===== src/rtl/traffic_junction_ctrl.sv =====
// Two-road junction sequencer: main road rests on green, side-road and
// pedestrian demand are latched and served in a fixed phase order.
// All lamp outputs are a Moore decode of the phase register.
module traffic_junction_ctrl #(
   parameter int unsigned GREEN_MIN = 8,
   parameter int unsigned GREEN_MAX = 20,
   parameter int unsigned YELLOW_T  = 3,
   parameter int unsigned ALLRED_T  = 1,
   parameter int unsigned WALK_T    = 6,
   parameter int unsigned CW        = 5
) (
   input  logic       clk,
   input  logic       rst,
   input  logic       side_req,
   input  logic       ped_req,
   output logic       main_red,
   output logic       main_yellow,
   output logic       main_green,
   output logic       side_red,
   output logic       side_yellow,
   output logic       side_green,
   output logic       walk,
   output logic [2:0] phase,
   output logic       ped_pend
);

   localparam logic [2:0] MAIN_G = 3'd0;
   localparam logic [2:0] MAIN_Y = 3'd1;
   localparam logic [2:0] RED_A  = 3'd2;
   localparam logic [2:0] WALK   = 3'd3;
   localparam logic [2:0] SIDE_G = 3'd4;
   localparam logic [2:0] SIDE_Y = 3'd5;
   localparam logic [2:0] RED_B  = 3'd6;

   // Terminal timer values: a phase of length N leaves when tmr == N-1.
   localparam logic [CW-1:0] GMIN_L = CW'(GREEN_MIN - 1);
   localparam logic [CW-1:0] GMAX_L = CW'(GREEN_MAX - 1);
   localparam logic [CW-1:0] YEL_L  = CW'(YELLOW_T - 1);
   localparam logic [CW-1:0] ARED_L = CW'(ALLRED_T - 1);
   localparam logic [CW-1:0] WALK_L = CW'(WALK_T - 1);

   logic [2:0]    phase_q;
   logic [2:0]    phase_nxt;
   logic [CW-1:0] tmr;
   logic          side_pend;
   logic          ped_pend_q;
   logic          sp;
   logic          pp;

   assign sp = side_pend | side_req;
   assign pp = ped_pend_q | ped_req;

   // Next-phase selection from current phase, timer and demand.
   always_comb begin
      phase_nxt = phase_q;
      case (phase_q)
         MAIN_G: if (tmr >= GMIN_L && (sp || pp)) phase_nxt = MAIN_Y;
         MAIN_Y: if (tmr == YEL_L) phase_nxt = RED_A;
         RED_A:  if (tmr == ARED_L) phase_nxt = pp ? WALK : SIDE_G;
         // With no side demand the walk returns straight to main green;
         // RED_B is only reached through SIDE_Y.
         WALK:   if (tmr == WALK_L) phase_nxt = sp ? SIDE_G : MAIN_G;
         SIDE_G: if (tmr == GMAX_L || (tmr >= GMIN_L && !side_req))
                    phase_nxt = SIDE_Y;
         SIDE_Y: if (tmr == YEL_L) phase_nxt = RED_B;
         RED_B:  if (tmr == ARED_L) phase_nxt = MAIN_G;
         default: phase_nxt = MAIN_G;
      endcase
   end

   // Phase register and phase timer (clears on change, else saturating count).
   always_ff @(posedge clk or posedge rst) begin
      if (rst) begin
         phase_q <= MAIN_G;
         tmr     <= '0;
      end else begin
         phase_q <= phase_nxt;
         if (phase_nxt != phase_q)
            tmr <= '0;
         else if (tmr != '1)
            tmr <= tmr + CW'(1);
      end
   end

   // Demand latches: cleared on entry to the serving phase, not set while served.
   always_ff @(posedge clk or posedge rst) begin
      if (rst) begin
         side_pend  <= 1'b0;
         ped_pend_q <= 1'b0;
      end else begin
         if (phase_nxt == SIDE_G)
            side_pend <= 1'b0;
         else if (side_req && phase_q != SIDE_G)
            side_pend <= 1'b1;

         if (phase_nxt == WALK)
            ped_pend_q <= 1'b0;
         else if (ped_req && phase_q != WALK)
            ped_pend_q <= 1'b1;
      end
   end

   // Moore lamp decode: exactly one lamp per road.
   always_comb begin
      main_green  = (phase_q == MAIN_G);
      main_yellow = (phase_q == MAIN_Y);
      main_red    = !(main_green || main_yellow);
      side_green  = (phase_q == SIDE_G);
      side_yellow = (phase_q == SIDE_Y);
      side_red    = !(side_green || side_yellow);
      walk        = (phase_q == WALK);
   end

   assign phase    = phase_q;
   assign ped_pend = ped_pend_q;

endmodule

===== config.mk =====
export PLATFORM = sky130hd
export DESIGN_NAME = traffic_junction_ctrl
export DESIGN_NICKNAME = d
export VERILOG_FILES = /design/src/rtl/traffic_junction_ctrl.sv
export SDC_FILE = /design/constraint.sdc
export NUM_CORES = 1
export LEC_CHECK = 0
export CAP_MARGIN = 20
export CORE_AREA = 2 2 49 51
export CTS_BUF_LIST = sky130_fd_sc_hd__clkbuf_2
export DETAILED_ROUTE_END_ITERATION = 10
export DIE_AREA = 0 0 51 53
export PLACE_DENSITY = 0.56
export SKIP_LAST_GASP = 1
export SYNTH_ARGS = -nofsm -noshare
export SYNTH_HDL_FRONTEND = slang
export SYNTH_SLANG_ARGS = --single-unit

===== constraint.sdc =====
create_clock -name clk -period 1.74 [get_ports clk]
set_input_delay 0.522 -clock clk [delete_from_list [all_inputs] [get_ports clk]]
set_output_delay 0.522 -clock clk [all_outputs]
set_load 0.005 [all_outputs]

==> flow_summary.toml <==
[status]
status = "finished, violations left"
violations = "setup timing"

[logic_synthesis]
ys_seq_area_frac = 0.331
yosys_warnings = 0
muxShareOfSynthArea = 0.0264
async_reset_ff_frac = 1.00
synth_top_family_by_area = "simple AND/OR/NAND/NOR gates"
synth_nets = 88
synth_compound_area_frac = 0.131
postSynthCellCount = 79
ys.flop_type = "dfrtp_1"
synthAdderAreaFrac = 0.0826
syn_area_per_cell_sq_um = 9.58
synth_edf_count = 0
synth-seq-cells = 10
synth-simple-area-share = 0.359
ys_types = 36
synth_area_sq_um = 757
synth_xor_area_frac = 0.0347

[route]
route.detailed.drc = 0
initialDrtViolationCount = 8
wl_per_cell_um = 12.6
vias = 723
drtAntennaViolNets = 0
firstDrtPassIters = 4
viasPerCell = 4.82
drt-total-wl_um = 1890

[floorplanning]
fp.dieArea_sq_um = 2700
row_count = 17
ioPinCount = 15
start_util = 0.352
die-width_um = 51
die_h_um = 53
core-area_sq_um = 2150

[critical_path]
crit_path_end_kind = "output port"
r2r_start = "tmr[2]$_DFFE_PP0P_"
cp_max_fo = 4
critPathArrivalTime_ns = 1.26
cp_data_required_time_ns = 1.22
critical_path_class = "reg2out"
worstSetupStartpoint = "phase[1]$_DFF_PP0_"
critPathLaunchType = "register"
reg2reg_depth = 5

[cts]
cts_hold_buf = 0
h-tree-depth = 1
cts_root_buf = "clkbuf_2"
cts_tree = "done"
clockBufferDepth = 2
clock_sinks = 10
clock_latency_ns = 0.26
cts_buffers = 3
path_clk_slew_ns = 0.13

[placed_design]
io_buffers = 14
hpwl_um = 1430
placed_cell_area_sq_um = 1040
place.gp.congestion = 0.747

[global_routing]
grt_max_degree = 11
grt_pass1_wl_um = 3510
grt_pass1_vias = 785
grt_overflow = 0
antenna_found_initial = 0
grt_use_total = 0.176

[layout]
layout_commonest_cell = "buf_4"
fillers = 207
final_util = 0.536
mostFrequentLayoutCells = "buf_4 (23), dfrtp_1 (9), nor3_1 (6), clkbuf_2 (6)"
layout.nets = 132
diodes = 0
drive_above_1_share = 0.434
area_growth_pct = 52.1
finalInstanceArea_sq_um = 1150

[sta]
rsz0062_at_grt = "true"
clock_skew_ns = 0.0286
hold_violations = 0
finalCriticalPeriod_ns = 1.78
period_share = 1.02
fin_hold_ws_ns = 0.515
relSlewSlack = 0.737
final.setup.worst_slack_ns = -0.0398
setup_viol_count_final = 4
tns_ns = -0.0526
clock.fmax_ghz = 0.562
worst_pin_slew_ns = 0.394
finalMaxSlewViolations = 0

[min_path]
hold_class = "in2async"

[power]
p_total_mw = 2.01
leakage_nw = 0.540
p_per_area_nw_per_um2 = 1740
vdd_drop_max_uv = 882

[run]
drv_cap = 0
-- layer usage --
| metal | part of all wire | global-route usage | up-vias |
|---|---|---|---|
| li1 | - | - | 373 |
| met1 | 0.43 | 0.188 | 329 |
| met2 | 0.51 | 0.335 | 19 |
| met3 | 0.044 | 0.0367 | 2 |
| met4 | 0.014 | 0.0721 | 0 |
| met5 | 0 | 0 | - |
-- sequential cells by signal, summed over array words and instances, names as in the netlist --
| register | cells |
|---|---|
| tmr | 5 |
| phase | 3 |
| side_pend | 1 |
| ped_pend | 1 |
-- through the flow --
| step | cells | setup slack, ns |
|---|---|---|
| after floorplan | 79 | 0.0914 |
| after global placement | 136 | -0.210 |
| after global routing | 150 | -0.113 |
| after detailed placement | 136 | -0.245 |
| final | 150 | -0.0398 |
| after CTS | 149 | -0.173 |
-- synthesized netlist by cell type (all sizes together) (3+ instances only) --
cell    n  share of area
nand2   4          0.020
dfrtp  10           0.33
nor2    4          0.020
inv     3          0.015
nand3   3          0.026
o21ai   4          0.031
nor3    6          0.040
ha      5          0.083
nor2b   7          0.058
-- power breakdown --
group          switching (mW)  internal [mW]
logic                   0.581          0.821
registers               0.132          0.336
clock network          0.0859         0.0500
total                   0.798           1.21
-- timing repair --
item                       CTS  global route
setup endpoints to repair   16            15
resized for setup           38            10
buffers inserted             9             2
pin swaps                    6             1
-- kinds of logic after synthesis --
family	after synthesis
mux	2
buf+inv	5
simple gates	40
xor+xnor	3
compound gates	14
flops	10
fa+ha+maj	5
-- worst paths after layout --
kind	to	slack, ns
worst max-delay path	main_red	-0.04
worst min-delay path	tmr[3]$_DFFE_PP0P_	0.51
worst max register to register	tmr[0]$_DFFE_PP0P_	0.04
worst min register to register	side_pend$_DFFE_PP0P_	0.58
max in group asynchronous	tmr[4]$_DFFE_PP0P_	0.91
min in group clk	side_pend$_DFFE_PP0P_	0.58
-- final cells by class --
| cell class | count | area, sq um | share of cell area |
|---|---|---|---|
| clock buffer | 3 | 15.0 | 0.0130 |
| clock inverter | 1 | 3.75 | 0.00326 |
| inverter | 3 | 11.3 | 0.00978 |
| multi-input combinational | 64 | 509 | 0.442 |
| sequential | 10 | 251 | 0.218 |
| tap | 28 | 35.0 | 0.0304 |
| timing repair buffer | 41 | 325 | 0.283 |
-- worst max-delay path: stages, from the launching register on --
cell	delay (ns)
dfrtp_1	0.46
or2_4	0.27
dlygate4sd2_1	0.26
Note: power is estimated with default switching activity, not from simulation.
